File: config.mk
export PLATFORM = sky130hd
export DESIGN_NAME = ecc_13_rd_pipe
export DESIGN_NICKNAME = d
export VERILOG_FILES = /design/src/rtl/ecc_13_pkg.sv /design/src/rtl/ecc_13_cal.sv /design/src/rtl/ecc_13_rd_pipe.sv
export SDC_FILE = /design/constraint.sdc
export NUM_CORES = 1
export LEC_CHECK = 0
export ABC_AREA = 1
export BUFFER_PORTS_ARGS = -buffer_cell sky130_fd_sc_hd__buf_4
export CAP_MARGIN = 5
export CORE_ASPECT_RATIO = 0.5
export CORE_MARGIN = 5
export CORE_UTILIZATION = 61
export CTS_BUF_LIST = sky130_fd_sc_hd__clkbuf_8
export DETAILED_ROUTE_END_ITERATION = 12
export GPL_TIMING_DRIVEN = 0
export PLACE_DENSITY_LB_ADDON = 0.3
export SYNTH_ARGS = -nofsm -noshare
export SYNTH_HDL_FRONTEND = slang
export SYNTH_SLANG_ARGS = --single-unit
File: constraint.sdc
create_clock -name clk -period 3.41 [get_ports clk]
set_input_delay 0.341 -clock clk [delete_from_list [all_inputs] [get_ports clk]]
set_output_delay 0.341 -clock clk [all_outputs]
set_load 0.01 [all_outputs]
File: src/rtl/ecc_13_pkg.sv
// Shared widths, SECDED column table and capture-state type for the 13-bit ECC path.
package ecc_13_pkg;

  localparam int ECC13_DATA_W = 13;
  localparam int ECC13_PAR_W  = 6;

  // Data columns all have weight 3 and parity columns weight 1, so a double error yields
  // an even-weight syndrome that can never alias a single-bit error.
  localparam logic [ECC13_DATA_W-1:0][ECC13_PAR_W-1:0] ECC13_H_COLS = {
    6'b010110, 6'b010101, 6'b010011, 6'b111000, 6'b110100, 6'b110010, 6'b110001,
    6'b101100, 6'b101010, 6'b101001, 6'b100110, 6'b100101, 6'b100011
  };

  typedef enum logic [0:0] {
    IDLE     = 1'b0,
    CAPTURED = 1'b1
  } cap_state_e;

  function automatic logic [ECC13_PAR_W-1:0] ecc13_encode(input logic [ECC13_DATA_W-1:0] data);
    logic [ECC13_PAR_W-1:0] par;
    par = {ECC13_PAR_W{1'b0}};
    for (int i = 0; i < ECC13_DATA_W; i++) begin
      par = par ^ (ECC13_H_COLS[i] & {ECC13_PAR_W{data[i]}});
    end
    return par;
  endfunction

endpackage

File: src/rtl/ecc_13_cal.sv
// Combinational SECDED checker/encoder for one 13-bit data + 6-bit parity word.
module ecc_13_cal
  import ecc_13_pkg::*;
(
  input  logic [ECC13_DATA_W-1:0] data,
  input  logic [ECC13_PAR_W-1:0]  parity,
  output logic [ECC13_DATA_W-1:0] corr_data,
  output logic [ECC13_PAR_W-1:0]  enc_parity,
  output logic                    sbit,
  output logic                    dbit,
  output logic                    data_fix
);

  logic [ECC13_PAR_W-1:0]  syndrome;
  logic [ECC13_DATA_W-1:0] flip;
  logic                    par_fix;

  always_comb begin
    enc_parity = ecc13_encode(data);
    syndrome   = enc_parity ^ parity;
    flip       = {ECC13_DATA_W{1'b0}};
    for (int i = 0; i < ECC13_DATA_W; i++) begin
      flip[i] = (syndrome == ECC13_H_COLS[i]);
    end
    data_fix  = |flip;
    par_fix   = $onehot(syndrome);
    sbit      = data_fix | par_fix;
    dbit      = (syndrome != {ECC13_PAR_W{1'b0}}) & ~sbit;
    corr_data = data ^ flip;
  end

endmodule

File: src/rtl/ecc_13_rd_pipe.sv
// Registered read-side SECDED stage with error counters, first-dbit address capture and irq.
// Optional scrub write-back request when ECC_13_RD_PIPE_SCRUB_EN is defined.
module ecc_13_rd_pipe
  import ecc_13_pkg::*;
#(
  parameter int ADDR_W = 6,
  parameter int CNT_W  = 8
) (
  input  logic                    clk,
  input  logic                    rst,
  input  logic                    in_valid,
  output logic                    in_ready,
  input  logic [ECC13_DATA_W-1:0] in_data,
  input  logic [ECC13_PAR_W-1:0]  in_parity,
  input  logic [ADDR_W-1:0]       in_addr,
  input  logic                    bypass,
  output logic                    out_valid,
  input  logic                    out_ready,
  output logic [ECC13_DATA_W-1:0] out_data,
  output logic                    out_sbit,
  output logic                    out_dbit,
  input  logic                    clr,
  output logic [CNT_W-1:0]        sbit_cnt,
  output logic [CNT_W-1:0]        dbit_cnt,
  output logic [ADDR_W-1:0]       err_addr,
  output logic                    err_addr_vld,
  output logic                    irq
`ifdef ECC_13_RD_PIPE_SCRUB_EN
  ,
  output logic                    scrub_req,
  input  logic                    scrub_ack,
  output logic [ADDR_W-1:0]       scrub_addr,
  output logic [ECC13_DATA_W-1:0] scrub_data,
  output logic [ECC13_PAR_W-1:0]  scrub_parity
`endif
);

  localparam logic [CNT_W-1:0] CNT_MAX = {CNT_W{1'b1}};
  localparam logic [CNT_W-1:0] CNT_ONE = {{(CNT_W-1){1'b0}}, 1'b1};

  logic [ECC13_DATA_W-1:0] cal_data;
  logic [ECC13_PAR_W-1:0]  cal_enc_unused;
  logic                    cal_sbit, cal_dbit, cal_fix;
  logic                    accept, hit_sbit, hit_dbit;

  logic                    out_valid_q, out_valid_d;
  logic [ECC13_DATA_W-1:0] out_data_q, out_data_d;
  logic                    out_sbit_q, out_sbit_d;
  logic                    out_dbit_q, out_dbit_d;
  logic [CNT_W-1:0]        sbit_cnt_q, sbit_cnt_d, sbit_base;
  logic [CNT_W-1:0]        dbit_cnt_q, dbit_cnt_d, dbit_base;
  cap_state_e              state_q, state_d, cap_base;
  logic [ADDR_W-1:0]       err_addr_q, err_addr_d;
  logic                    irq_q, irq_d;

  ecc_13_cal u_check (
    .data       (in_data),
    .parity     (in_parity),
    .corr_data  (cal_data),
    .enc_parity (cal_enc_unused),
    .sbit       (cal_sbit),
    .dbit       (cal_dbit),
    .data_fix   (cal_fix)
  );

  assign in_ready = !out_valid_q || out_ready;
  assign accept   = in_valid && in_ready;
  assign hit_sbit = accept && !bypass && cal_sbit;
  assign hit_dbit = accept && !bypass && cal_dbit;

  always_comb begin
    out_valid_d = out_valid_q;
    out_data_d  = out_data_q;
    out_sbit_d  = out_sbit_q;
    out_dbit_d  = out_dbit_q;
    if (accept) begin
      out_valid_d = 1'b1;
      out_data_d  = bypass ? in_data : cal_data;
      out_sbit_d  = hit_sbit;
      out_dbit_d  = hit_dbit;
    end else if (out_ready) begin
      out_valid_d = 1'b0;
    end else begin
      out_valid_d = out_valid_q;
    end
  end

  // clr is applied before the event of the same cycle, so clr + error gives a count of 1.
  always_comb begin
    sbit_base = clr ? {CNT_W{1'b0}} : sbit_cnt_q;
    dbit_base = clr ? {CNT_W{1'b0}} : dbit_cnt_q;
    if (hit_sbit && (sbit_base != CNT_MAX)) begin
      sbit_cnt_d = sbit_base + CNT_ONE;
    end else begin
      sbit_cnt_d = sbit_base;
    end
    if (hit_dbit && (dbit_base != CNT_MAX)) begin
      dbit_cnt_d = dbit_base + CNT_ONE;
    end else begin
      dbit_cnt_d = dbit_base;
    end
  end

  always_comb begin
    cap_base   = clr ? IDLE : state_q;
    err_addr_d = clr ? {ADDR_W{1'b0}} : err_addr_q;
    state_d    = cap_base;
    case (cap_base)
      IDLE: begin
        if (hit_dbit) begin
          state_d    = CAPTURED;
          err_addr_d = in_addr;
        end else begin
          state_d = IDLE;
        end
      end
      CAPTURED: state_d = CAPTURED;
      default:  state_d = IDLE;
    endcase
    irq_d = (state_d == CAPTURED);
  end

  always_ff @(posedge clk or posedge rst) begin
    if (rst) begin
      out_valid_q <= 1'b0;
      out_data_q  <= {ECC13_DATA_W{1'b0}};
      out_sbit_q  <= 1'b0;
      out_dbit_q  <= 1'b0;
      sbit_cnt_q  <= {CNT_W{1'b0}};
      dbit_cnt_q  <= {CNT_W{1'b0}};
      state_q     <= IDLE;
      err_addr_q  <= {ADDR_W{1'b0}};
      irq_q       <= 1'b0;
    end else begin
      out_valid_q <= out_valid_d;
      out_data_q  <= out_data_d;
      out_sbit_q  <= out_sbit_d;
      out_dbit_q  <= out_dbit_d;
      sbit_cnt_q  <= sbit_cnt_d;
      dbit_cnt_q  <= dbit_cnt_d;
      state_q     <= state_d;
      err_addr_q  <= err_addr_d;
      irq_q       <= irq_d;
    end
  end

  assign out_valid    = out_valid_q;
  assign out_data     = out_data_q;
  assign out_sbit     = out_sbit_q;
  assign out_dbit     = out_dbit_q;
  assign sbit_cnt     = sbit_cnt_q;
  assign dbit_cnt     = dbit_cnt_q;
  assign err_addr     = err_addr_q;
  assign err_addr_vld = (state_q == CAPTURED);
  assign irq          = irq_q;

`ifdef ECC_13_RD_PIPE_SCRUB_EN
  logic [ECC13_PAR_W-1:0]  enc_parity;
  logic [ECC13_DATA_W-1:0] enc_data_unused;
  logic                    enc_sbit_unused, enc_dbit_unused, enc_fix_unused;
  logic                    scrub_req_q, scrub_req_d;
  logic [ADDR_W-1:0]       scrub_addr_q, scrub_addr_d;
  logic [ECC13_DATA_W-1:0] scrub_data_q, scrub_data_d;
  logic [ECC13_PAR_W-1:0]  scrub_parity_q, scrub_parity_d;

  ecc_13_cal u_scrub_enc (
    .data       (cal_data),
    .parity     ({ECC13_PAR_W{1'b0}}),
    .corr_data  (enc_data_unused),
    .enc_parity (enc_parity),
    .sbit       (enc_sbit_unused),
    .dbit       (enc_dbit_unused),
    .data_fix   (enc_fix_unused)
  );

  // Only data-bit corrections are rewritten; new requests while one is pending are dropped.
  always_comb begin
    scrub_req_d    = scrub_req_q;
    scrub_addr_d   = scrub_addr_q;
    scrub_data_d   = scrub_data_q;
    scrub_parity_d = scrub_parity_q;
    if (scrub_req_q) begin
      scrub_req_d = !scrub_ack;
    end else if (accept && !bypass && cal_fix) begin
      scrub_req_d    = 1'b1;
      scrub_addr_d   = in_addr;
      scrub_data_d   = cal_data;
      scrub_parity_d = enc_parity;
    end else begin
      scrub_req_d = 1'b0;
    end
  end

  always_ff @(posedge clk or posedge rst) begin
    if (rst) begin
      scrub_req_q    <= 1'b0;
      scrub_addr_q   <= {ADDR_W{1'b0}};
      scrub_data_q   <= {ECC13_DATA_W{1'b0}};
      scrub_parity_q <= {ECC13_PAR_W{1'b0}};
    end else begin
      scrub_req_q    <= scrub_req_d;
      scrub_addr_q   <= scrub_addr_d;
      scrub_data_q   <= scrub_data_d;
      scrub_parity_q <= scrub_parity_d;
    end
  end

  assign scrub_req    = scrub_req_q;
  assign scrub_addr   = scrub_addr_q;
  assign scrub_data   = scrub_data_q;
  assign scrub_parity = scrub_parity_q;
`endif

endmodule

== After elaboration in Yosys (flattened, before gate mapping) ==
Index checks and enable logic that the tools add are counted.
Word-level totals
  flip-flop bits (word level): 39
  input port bits: 31
  output and inout bits: 41
  word-level logic and storage cells: 74
Operators by class
  add/subtract/negate cells: 7
  eq/ne operators: 16
  mux-type cells: 13
  bitwise gates (word level): 18
  reductions and logical operators: 12
Operator list (number)
  6-bit == test, second input constant: 10
  6-bit bitwise XOR: 10
  8-bit two-way mux: 4
  6-bit by 5-bit == test with 1-bit output, second input constant: 3
  6-bit two-way mux: 3
  6-bit by 5-bit bitwise XOR with 6-bit output: 3
  8-bit by 1-bit adder with 8-bit output, second input constant: 2
  8-bit != test, second input constant: 2
  13-bit two-way mux: 1
  13-bit OR reduction: 1
  13-bit bitwise XOR: 1
  1-bit by 1-bit adder with 2-bit output: 3
  1-bit logical AND: 6
  6-bit nonzero test: 1
  1-bit two-way mux: 4
  2-bit by 2-bit adder with 3-bit output: 1
  3-bit by 2-bit adder with 3-bit output: 1
  3-bit by 1-bit == test with 1-bit output, second input constant: 1
  1-bit logical NOT: 2
  1-bit inverter: 2
  1-bit one-hot mux with 2 select lines: 1
  2-bit nonzero test: 1
  1-bit bitwise AND: 1
  1-bit logical OR: 1
  1-bit OR: 1

== Depth between registers and ports, before layout ==
Gate-level depths: netlist of run 1.
  word-level depth: 23
  mapped depth: 20

== Hierarchy ==
From an unflattened synthesis of run 1, not the netlist that was laid out.
Second synthesis, totals
  cell total of the unflattened synthesis: 458
  area total of the unflattened synthesis: 3116.7 um2
By module, submodules not included
  ecc_13_rd_pipe: instances 1, cells an instance 272, area each 2048.2 um2, seq. area each 975.9 um2
  ecc_13_cal: instances 1, cells an instance 186, area each 1068.5 um2, seq. area each 0.0 um2

== Least setup slack after synthesis of run 1 ==
No wires, ideal clock.
  kind: input-to-reg
  start point: input in_data[0]
  end point: register irq_q (netlist: irq)
  setup time: 0.125 ns
  arrival time: 3.569 ns
  data required time: 3.285 ns
  setup slack: -0.284 ns
  cell stages on the path: 15
  path through: xnor2_1 > xor2_1 > xor2_1 > fa_1 > fa_1 > ha_1 > fa_1 > or3b_2 > nand2_1 > nor2_1 > nand3_2 > nor2_4 > buf_6 > nand2_1 > nand2_1
On the way
  word-level cells in the longest chain between the ends: 23
  elaborated cells on any way between the ends: 39
  classes of those cells: add/sub: 4; eq/ne: 14; mux: 2; bitwise: 16; reduce/logical: 3
Ends and longest elaborated chain
  start: declaration: RTL line ecc_13_rd_pipe.sv:13  | input logic [ECC13_DATA_W-1:0] in_data,
  6-bit bitwise XOR (*) (9 in series): RTL line ecc_13_pkg.sv:23  | par = par ^ (ECC13_H_COLS[i] & {ECC13_PAR_W{data[i]}});
  6-bit by 5-bit bitwise XOR with 6-bit output (*) (3 in series): RTL line ecc_13_pkg.sv:23
  6-bit bitwise XOR (*): RTL line ecc_13_cal.sv:20  | syndrome = enc_parity ^ parity;
  1-bit by 1-bit adder with 2-bit output (implied by the code): RTL line ecc_13_cal.sv:26  | par_fix = $onehot(syndrome);
  2-bit by 2-bit adder with 3-bit output (implied by the code): RTL line ecc_13_cal.sv:26
  3-bit by 2-bit adder with 3-bit output (implied by the code): RTL line ecc_13_cal.sv:26
  3-bit by 1-bit == test with 1-bit output: RTL line ecc_13_cal.sv:26
  1-bit OR: RTL line ecc_13_cal.sv:27  | sbit = data_fix | par_fix;
  1-bit inverter: RTL line ecc_13_cal.sv:28  | dbit = (syndrome != {ECC13_PAR_W{1'b0}}) & ~sbit;
  1-bit bitwise AND (*): RTL line ecc_13_cal.sv:28
  1-bit logical AND (*): RTL line ecc_13_rd_pipe.sv:69  | assign hit_dbit = accept && !bypass && cal_dbit;
  1-bit two-way mux (*): RTL line ecc_13_rd_pipe.sv:110  | if (hit_dbit) begin
  1-bit one-hot mux with 2 select lines (*): RTL line ecc_13_rd_pipe.sv:108  | case (cap_base)
  named net irq_d: RTL line ecc_13_rd_pipe.sv:54  | logic irq_q, irq_d;
  end signal: assignment: RTL line ecc_13_rd_pipe.sv:143  | irq_q <= irq_d;
  end: declaration: RTL line ecc_13_rd_pipe.sv:54
Mark *: on every way through the listed nets, which the timed path passes. The rest lies on a longest branch.
A chain may end at the register's enable or synchronous reset.

== Worst setup path in the final report of run 1 ==
  start point: input in_data[3]
  end point: register dbit_cnt_q[7] (netlist: dbit_cnt[7])
On the way
  word-level cells in the longest chain between the ends: 21
  elaborated cells on any way between the ends: 38
  classes of those cells: add/sub: 5; eq/ne: 14; mux: 1; bitwise: 14; reduce/logical: 4
Ends and longest elaborated chain
  6-bit bitwise XOR (*) (7 in series): RTL line ecc_13_pkg.sv:23
  6-bit by 5-bit bitwise XOR with 6-bit output (*) (3 in series): RTL line ecc_13_pkg.sv:23
  6-bit bitwise XOR (*): RTL line ecc_13_cal.sv:20
  1-bit by 1-bit adder with 2-bit output (implied by the code): RTL line ecc_13_cal.sv:26
  2-bit by 2-bit adder with 3-bit output (implied by the code): RTL line ecc_13_cal.sv:26
  3-bit by 2-bit adder with 3-bit output (implied by the code): RTL line ecc_13_cal.sv:26
  3-bit by 1-bit == test with 1-bit output: RTL line ecc_13_cal.sv:26
  1-bit OR: RTL line ecc_13_cal.sv:27
  1-bit inverter: RTL line ecc_13_cal.sv:28
  1-bit bitwise AND (*): RTL line ecc_13_cal.sv:28
  1-bit logical AND (*): RTL line ecc_13_rd_pipe.sv:69
  1-bit logical AND (*): RTL line ecc_13_rd_pipe.sv:97  | if (hit_dbit && (dbit_base != CNT_MAX)) begin
  8-bit two-way mux (*): RTL line ecc_13_rd_pipe.sv:97
  named net dbit_cnt_d[7]: RTL line ecc_13_rd_pipe.sv:51  | logic [CNT_W-1:0] dbit_cnt_q, dbit_cnt_d, dbit_base;
  end signal: assignment: RTL line ecc_13_rd_pipe.sv:130  | dbit_cnt_q <= {CNT_W{1'b0}};
  end signal: assignment: RTL line ecc_13_rd_pipe.sv:140  | dbit_cnt_q <= dbit_cnt_d;
  end: declaration: RTL line ecc_13_rd_pipe.sv:51
Marks and branches as above.

==> results of run 1 <==
[what timing repair did]
action	CTS	global route
pin swaps	27	12
gates cloned	1	0
buffers inserted	9	3
resized for setup	40	14
endpoints found under the setup margin	25	25
[critical path, cell delays in order]
cell and delay, ps:
buf_12 110, xnor2_4 180, xor2_2 210, xor2_2 220
fa_1 470, fa_1 520, ha_2 170, fa_1 410
or3b_4 410, nand2_4 90, nor2_4 50, nand3_2 80
nor2_4 60, buf_4 130, nand4_1 80, nand2_1 90
[layer usage]
| metal | GRT usage (%) | routed length [µm] | up-vias |
|---|---|---|---|
| li1 | - | - | 1647 |
| met1 | 32.0 | 3890 | 1652 |
| met4 | 11.5 | 264 | 0 |
| met5 | 0 | 0 | - |
| met3 | 4.61 | 704 | 38 |
| met2 | 54.0 | 5080 | 184 |
[flip-flops by register name, indices dropped and copies added, names as in the netlist]
register   count
irq            1
out_valid      1
out_dbit       1
out_sbit       1
dbit_cnt       8
err_addr       6
out_data      13
sbit_cnt       8
[cells in the mapped netlist]
master      n  area, µm²
nand2_1   144        541
inv_1      58        218
nor2_1     45        169
dfrtp_1    39        976
nand3_1    34        170
xor2_1     27        236
nand4_1    25        156
o21ai_0    14       70.1
nand2_2    11       68.8
inv_2       9       33.8
xnor2_1     9       78.8
nand3_2     8       80.1
ha_1        7       87.6
clkbuf_1    6       22.5
fa_1        3       60.1
nand2_4     3       33.8
nor2_2      3       18.8
nor2_4      3       33.8
nor4_1      3       18.8
a21oi_1     2       10.0
buf_2       2       10.0
buf_6       2       22.5
nand3_4     2       35.0
nand4_2     2       25.0
and3_1      1       6.26
buf_4       1       7.51
nor3_1      1       5.00
o21a_1      1       7.51
or3b_2      1       8.76
[stage by stage]
stage | std cells | util, % | power, W | instance area (µm²)
after floorplan | 466 | - | 0.00130 | 3270
after global placement | 606 | 77.8 | 0.00160 | 3890
after detailed placement | 606 | 77.8 | 0.00163 | 3890
after CTS | 622 | 84.8 | 0.00212 | 4240
after global routing | 625 | 86.4 | 0.00238 | 4320
final | 625 | 86.4 | 0.00227 | 4320
[where the power goes]
part	switching (W)	total [W]	internal, W
sequential	0.0000513	0.000588	0.000537
combinational	0.000767	0.00137	0.000605
clock	0.000169	0.000305	0.000136
[final cells by class]
type / count / share of cell area (%)
tap: 70 / 2.03
inverter: 67 / 6.11
clock inverter: 1 / 0.174
buffer: 11 / 1.45
timing repair buffer: 83 / 16.3
sequential: 39 / 22.6
multi-input combinational: 349 / 49.8
clock buffer: 5 / 1.59
[cells by family after synthesis]
kind of cell	synth area share (%)
and+or+nand+nor	42.7
xor gates and xnor gates	9.82
buffers and inverters	9.78
DFF	30.4
adders and majority gates	4.60
AOI/OAI and AO/OA	2.73
[placed cells by master, fill, tap and decap left out, types with 3 or more instances in the layout]
master | Yosys | routed
inv_4 | 0 | 3
o21ai_0 | 14 | 14
buf_4 | 1 | 73
nand2_2 | 11 | 23
nand2_4 | 3 | 8
buf_12 | 0 | 4
xor2_1 | 27 | 21
nor2_1 | 45 | 43
clkbuf_1 | 6 | 6
nand3_2 | 8 | 10
clkbuf_8 | 0 | 5
fa_1 | 3 | 3
nand4_1 | 25 | 25
nor2_2 | 3 | 3
xor2_2 | 0 | 6
ha_1 | 7 | 6
nor2_4 | 3 | 5
dfrtp_1 | 39 | 39
nand2_1 | 144 | 127
nand3_1 | 34 | 32
buf_6 | 2 | 8
xnor2_4 | 0 | 3
xnor2_1 | 9 | 4
inv_2 | 9 | 8
inv_1 | 58 | 55
nor4_1 | 3 | 3
[worst paths after layout]
path                                         start                 endpoint  slack, ps  cells after the start
hold / removal                                 rst     out_sbit$_DFFE_PP0P_        200                      2
min in group clk                        in_addr[4]    err_addr[4]$_DFF_PP0_        290                      3
hold reg to reg            out_data[2]$_DFFE_PP0P_  out_data[2]$_DFFE_PP0P_        490                      2
max in group asynchronous                      rst  out_data[6]$_DFFE_PP0P_       2680                      2
setup reg to reg             dbit_cnt[0]$_DFF_PP0_    dbit_cnt[7]$_DFF_PP0_       1110                      9
setup / recovery                        in_data[3]    dbit_cnt[7]$_DFF_PP0_        -40                     16
==> impl_metrics.ini, run 1 <==
[final_layout]
multi_input_comb_area_mm2 = 0.00215
antenna_cells = 0
seqCellArea_um2 = 976
drive_gt1_share_pct = 31.0
fill_cells = 293
fin_nets = 597
areaGrowthSynthToFinish_pct = 34.6

[clocking]
clk_pin_slew_ps = 80
cts_tree = yes
clock_latency_ps = 300
ctsHoldBuffers = 0
cts_sinks = 39
cts_buffer_depth = 2
root_buffer = clkbuf_8
h-tree-depth = 2
cts_made_buffers = 5

[power_and_ir_drop]
peakVddDrop_mv = 0.304
powerDensity_mw_per_mm2 = 524
p_leak_nw = 2.34

[floorplanning]
dieArea_mm2 = 0.00690
die_x_um = 113
rows = 18
die_h_um = 61.3
start_util_pct = 64.2
num_io_pins = 72
coreArea_mm2 = 0.00500

[synth]
synth_warnings = 0
yosysSeqAreaShare_pct = 30.4
ys_types = 29
syn_avg_cell_area_um2 = 6.89
synth_seq_cells = 39
syn_inst = 466
synth_area_mm2 = 0.00321
synth_nets = 507

[critical_path]
path_max_fanout = 7
start_kind = input pin
crit_required_ps = 3600
worstSetupPathType = in2reg
worst_setup_path_end_kind = flop
arrival_ps = 3640

[placement]
io_buffers = 70
dp_hpwl_mm = 6.41
gp_congestion = 0.950
place_ws_ps = -551

[grt]
antenna_found_initial = 0
grtUsageTotal_pct = 27.9
grt_pass1_vias = 3411
grt_overflow = 0
grt_first_pass_wirelength_mm = 15.3
grt_max_degree = 40

[run_status]
violations = setup timing
run_status = finished with violations

[timing]
rsz0062_at_grt = true
finalSetupTns_ps = -95.8
slew-limit-headroom_pct = 44.8
skew_ps = 9.99
setup_slack_ps = -39.4
worst_pin_slew_ps = 827
hold_viol_final = 0
timing.hold.ws_ps = 203
finalSetupViolCount = 6
min_period_ps = 3450
finalMaxSlewViolations = 0
fin_crit_sh_pct = 101
fmax_ghz = 0.290

[drt]
post_drt_wl_per_cell_um = 15.9
firstDrtPassIters = 8
routed_wl_mm = 9.94
vias = 3521
drcViolationCount = 0
vias_per_cell = 5.63
ant_nets = 0
drt_iter0_drc = 292

[run]
max_cap_violations = 0

[hold_path]
hold_class = in2async
No activity file was read; power rests on OpenSTA's default activity.
==> run 2, diff against run 1 <==
- GPL_TIMING_DRIVEN: 0 -> default
==> impl_metrics.ini, run 2 (synthesis gave the netlist of run 1 again) <==
[run_status]
run_status = finished with violations
violations = setup timing

[critical_path]
slowest_delay_ps = 500
critPathSlowestCell = fa_1
arrival_ps = 3630
worstSetupPathType = in2reg
worst_setup_path_end_kind = flop
crit_required_ps = 3590
path_buf_inv = 3
start_kind = input pin
critical_path_depth = 18
worstRegToRegCells = 9
cp_common_cell = fa_1
crit_chain = buf_4, inv_2, nand2_2, nand2_2, xor2_2, xor2_2, fa_1, fa_1, ha_2, fa_1, or3b_4, nand2_4, nor2_4, nand3_2, nor2_4, buf_12, nand4_1, nand2_1
crit_family = adder cells
path_max_fanout = 8

[clocking]
cts_buffer_depth = 2
clk_pin_slew_ps = 80
cts_sinks = 39
clock_latency_ps = 290
cts_made_buffers = 5
h-tree-depth = 2
cts_tree = yes
root_buffer = clkbuf_8

[timing]
finalMaxSlewViolations = 0
finalSetupViolCount = 12
hold_viol_final = 0
setup_slack_ps = -43.1
min_period_ps = 3450
worst_pin_slew_ps = 649
slew-limit-headroom_pct = 56.3
fmax_ghz = 0.290
timing.hold.ws_ps = 52.9
rsz0062_at_grt = true
fin_crit_sh_pct = 101
skew_ps = 8.01

[floorplanning]
die_h_um = 61.3
die_x_um = 113
num_io_pins = 72
coreArea_mm2 = 0.00500
start_util_pct = 64.2
rows = 18
dieArea_mm2 = 0.00690

[drt]
routed_wl_mm = 10.9
vias = 3733
ant_nets = 0
vias_per_cell = 5.81
drt_iter0_drc = 364
post_drt_wl_per_cell_um = 17.0
firstDrtPassIters = 7
drcViolationCount = 0

[final_layout]
antenna_cells = 0
largest_reg_flops = 13
multi_input_comb_area_mm2 = 0.00216
fill_cells = 248
areaGrowthSynthToFinish_pct = 38.7
final_cell_mix = 128 x nand2_1, 101 x buf_4, 58 x inv_1, 42 x nor2_1, 39 x dfrtp_1
fin_nets = 613
mostFrequentLayoutCell = nand2_1
seqCellArea_um2 = 976
drive_gt1_share_pct = 33.5

[grt]
grt-busiest-layer = met2
antenna_found_initial = 0
grt_pass1_vias = 3137
grt_first_pass_wirelength_mm = 14.4
grtUsageTotal_pct = 26.1
grtUsageMet1_pct = 32.5
grt_overflow = 0
grt_use_met2_pct = 49.5
grtUsageMet3_pct = 3.04
grt_max_degree = 31

[hold_path]
hold_class = in2async

[power_and_ir_drop]
combPwrFrac_pct = 61.9
pwr-share-seq_pct = 25.1
p_switching_w = 0.00102
peakVddDrop_mv = 0.293
powerDensity_mw_per_mm2 = 528
p_leak_nw = 2.44
netSwitchingFraction_pct = 43.2
p_int_w = 0.00133
clockPowerShare_pct = 13.0

[placement]
gp_congestion = 0.899
place_ws_ps = -383
io_buffers = 71
dp_hpwl_mm = 6.63

[run]
max_cap_violations = 0
-- run 2: layout make-up --
class,count,share of cell area (%)
Clock buffer,5,1.55
Clock inverter,3,0.281
Sequential cell,39,21.9
Timing Repair Buffer,110,19.9
Inverter,67,5.87
Tap cell,70,1.97
Multi-Input combinational cell,349,48.5
-- run 2: power by group through the flow --
stage	registers [W]	logic, W	clock network [W]
detailed placement	0.000589	0.00105	0
CTS	0.000583	0.00117	0.000299
floorplan	0.000620	0.000678	0
finish	0.000591	0.00145	0.000306
global placement	0.000586	0.00103	0
global route	0.000600	0.00154	0.000320
-- run 2: worst paths after layout --
| check | endpoint | slack [ps] | start |
|---|---|---|---|
| worst max-delay path | dbit_cnt[6]$_DFF_PP0_ | -40 | in_data[4] |
| worst max register to register | sbit_cnt[1]$_DFF_PP0_ | 960 | sbit_cnt[0]$_DFF_PP0_ |
| worst min register to register | out_data[12]$_DFFE_PP0P_ | 490 | out_data[12]$_DFFE_PP0P_ |
| min in group clk | err_addr[0]$_DFF_PP0_ | 300 | in_addr[0] |
| worst min-delay path | sbit_cnt[7]$_DFF_PP0_ | 50 | rst |
| max in group asynchronous | out_data[8]$_DFFE_PP0P_ | 2630 | rst |
-- run 2: repair_timing --
item,CTS,global route
hold buffers,0,0
pin swaps,7,19
resized for setup,3,39
setup endpoints to repair,22,24
setup buffers,7,2
cloned,0,1
-- run 2: metrics by stage --
| stage | total power [W] | utilization (%) | cell area (µm²) | cells | TNS [ps] |
|---|---|---|---|---|---|
| finish | 0.00235 | 89.0 | 4450 | 643 | -144 |
| global route | 0.00246 | 89.0 | 4450 | 643 | -2640 |
| CTS | 0.00205 | 84.3 | 4220 | 640 | 0 |
| detailed placement | 0.00164 | 81.0 | 4050 | 625 | -8400 |
| global placement | 0.00161 | 81.0 | 4050 | 625 | -6340 |
| floorplan | 0.00130 | - | 3270 | 466 | -1570 |
-- run 2: layer usage --
layer  up-vias  wire length [µm]  share of wire, %
li1       1671                 -                 -
met1      1736              4070                37
met2       256              5340                49
met3        70               970               8.9
met4         0               559               5.1
met5         -                 0                 0
==> run 3, diff against run 2 <==
==> constraint.sdc (replaced) <==
create_clock -name clk -period 3.41 [get_ports clk]
set_input_delay 0.1705 -clock clk [delete_from_list [all_inputs] [get_ports clk]]
set_output_delay 0.1705 -clock clk [all_outputs]
set_load 0.01 [all_outputs]
==> impl_metrics.ini, run 3 (synthesis gave the netlist of run 1 again) <==
[run_status]
run_status = finished, final reports clean

[critical_path]
critPathSlowestCell = fa_1
path_max_fanout = 8
slowest_delay_ps = 500
path_buf_inv = 1
crit_family = adder cells
worst_setup_path_end_kind = flop
worstSetupPathType = in2reg
start_kind = input pin
crit_chain = buf_6, xnor2_4, xnor2_1, xor2_1, fa_1, fa_1, ha_2, fa_1, or3b_4, nand2_4, nor2_4, nand2_2, nor2_4, nand4_4, nand2_1, nand2_1
arrival_ps = 3560
cp_common_cell = fa_1
crit_required_ps = 3600

[final_layout]
final_cell_mix = 127 x nand2_1, 92 x buf_4, 56 x inv_1, 42 x nor2_1, 39 x dfrtp_1
fill_cells = 281
seqCellArea_um2 = 976
largest_reg_flops = 13
fin_nets = 604
areaGrowthSynthToFinish_pct = 35.7
fin_area_mm2 = 0.00436
final_util_pct = 87.1
final_cells = 634
drive_gt1_share_pct = 32.1
antenna_cells = 0
mostFrequentLayoutCell = nand2_1
multi_input_comb_area_mm2 = 0.00209

[drt]
ant_nets = 0
drcViolationCount = 0
firstDrtPassIters = 5
routed_wl_mm = 9.90
vias_per_cell = 5.61
post_drt_wl_per_cell_um = 15.6
vias = 3556
drt_iter0_drc = 356

[clocking]
clock_latency_ps = 300
root_buffer = clkbuf_8
clk_pin_slew_ps = 80
cts_made_buffers = 5
cts_buffer_depth = 2
cts_tree = yes
cts_sinks = 39
h-tree-depth = 2
ctsHoldBuffers = 0

[floorplanning]
dieArea_mm2 = 0.00690
coreArea_mm2 = 0.00500
rows = 18
die_x_um = 113
start_util_pct = 64.2
die_h_um = 61.3
num_io_pins = 72

[timing]
hold_viol_final = 0
fin_crit_sh_pct = 98.7
rsz0062_at_grt = true
setup_slack_ps = 44.7
finalMaxSlewViolations = 0
skew_ps = 11.3
slew-limit-headroom_pct = 28.5
fmax_ghz = 0.297
worst_pin_slew_ps = 1070
finalSetupViolCount = 0
min_period_ps = 3370
timing.hold.ws_ps = 119

[power_and_ir_drop]
p_switching_w = 0.000984
pwr-share-seq_pct = 24.6
p_leak_nw = 2.38
powerDensity_mw_per_mm2 = 546
clockPowerShare_pct = 17.8
netSwitchingFraction_pct = 41.4
p_int_w = 0.00139
peakVddDrop_mv = 0.292
combPwrFrac_pct = 57.6

[grt]
grt_pass1_vias = 3122
grtUsageTotal_pct = 27.3
grt_overflow = 0
grt_first_pass_wirelength_mm = 14.7
antenna_found_initial = 0
grt_max_degree = 31

[hold_path]
hold_class = in2reg

[placement]
dp.cells = 624
dp_hpwl_mm = 6.97
gp_congestion = 0.972
dpl_cell_area_mm2 = 0.00402
place_ws_ps = -210
io_buffers = 71

[run]
max_cap_violations = 0
==> run 3: cell types whose count changed in the layout (fill, tap and decap cells not counted), sizes merged <==
| cell | previous run | this run |
|---|---|---|
| buf | 109 | 101 |
| inv | 69 | 68 |
| clkinv | 1 | 0 |
| bufinv | 0 | 1 |
==> run 3: metal layers <==
metal / vias to the layer above / share of wire, % / global-route usage [%]
met5: - / 0 / 0
met4: 0 / 2.7 / 8.05
met3: 29 / 7.8 / 5.00
met2: 195 / 52 / 53.0
met1: 1675 / 37 / 31.8
li1: 1657 / - / -
==> run 3: final cells by class <==
cell class / count / area share, %
Multi-Input combinational cell: 349 / 48.0
Tap cell: 70 / 2.01
Inverter: 67 / 5.83
Timing Repair Buffer: 101 / 19.0
Clock buffer: 6 / 1.90
Sequential cell: 39 / 22.4
Clock inverter: 2 / 0.890
==> run 3: path summary, 6_finish.rpt <==
path / slack (ps) / to / cells after the start / startpoint
worst max-delay path: 40 / dbit_cnt[3]$_DFF_PP0_ / 16 / in_data[0]
worst min-delay path: 120 / err_addr[5]$_DFF_PP0_ / 3 / in_addr[5]
max in group asynchronous: 2500 / out_data[6]$_DFFE_PP0P_ / 3 / rst
worst max register to register: 1100 / dbit_cnt[3]$_DFF_PP0_ / 9 / dbit_cnt[0]$_DFF_PP0_
worst min register to register: 490 / out_data[3]$_DFFE_PP0P_ / 2 / out_data[3]$_DFFE_PP0P_
min in group asynchronous: 130 / out_data[0]$_DFFE_PP0P_ / 2 / rst
==> run 3: repair_timing <==
item	CTS	global route
endpoints found under the setup margin	0	24
setup buffers	0	2
resized for setup	0	47
==> run 3: metrics by stage <==
stage	TNS [ps]	total power [W]
after floorplan	0	0.00128
after global placement	-2720	0.00175
after detailed placement	-4540	0.00178
after CTS	0	0.00222
after global routing	-787	0.00251
final	0	0.00238
==> run 3: worst register-to-register path, cell delays in order (launching register included) <==
cell and delay, ps:
dfrtp_1 350, inv_1 60, nor2_1 240, ha_1 250
nand3_1 140, nor4_1 410, nand3_2 330, nand4_4 280
nand2_1 100, nand2_1 80
==> run 3: power by group through the flow <==
stage	clock network [W]	logic (W)	registers, W
3_5_place_dp	0	0.00119	0.000591
2_1_floorplan	0	0.000657	0.000620
6_report	0.000423	0.00137	0.000586
4_1_cts	0.000419	0.00121	0.000585
3_3_place_gp	0	0.00116	0.000587
5_1_grt	0.000437	0.00148	0.000596
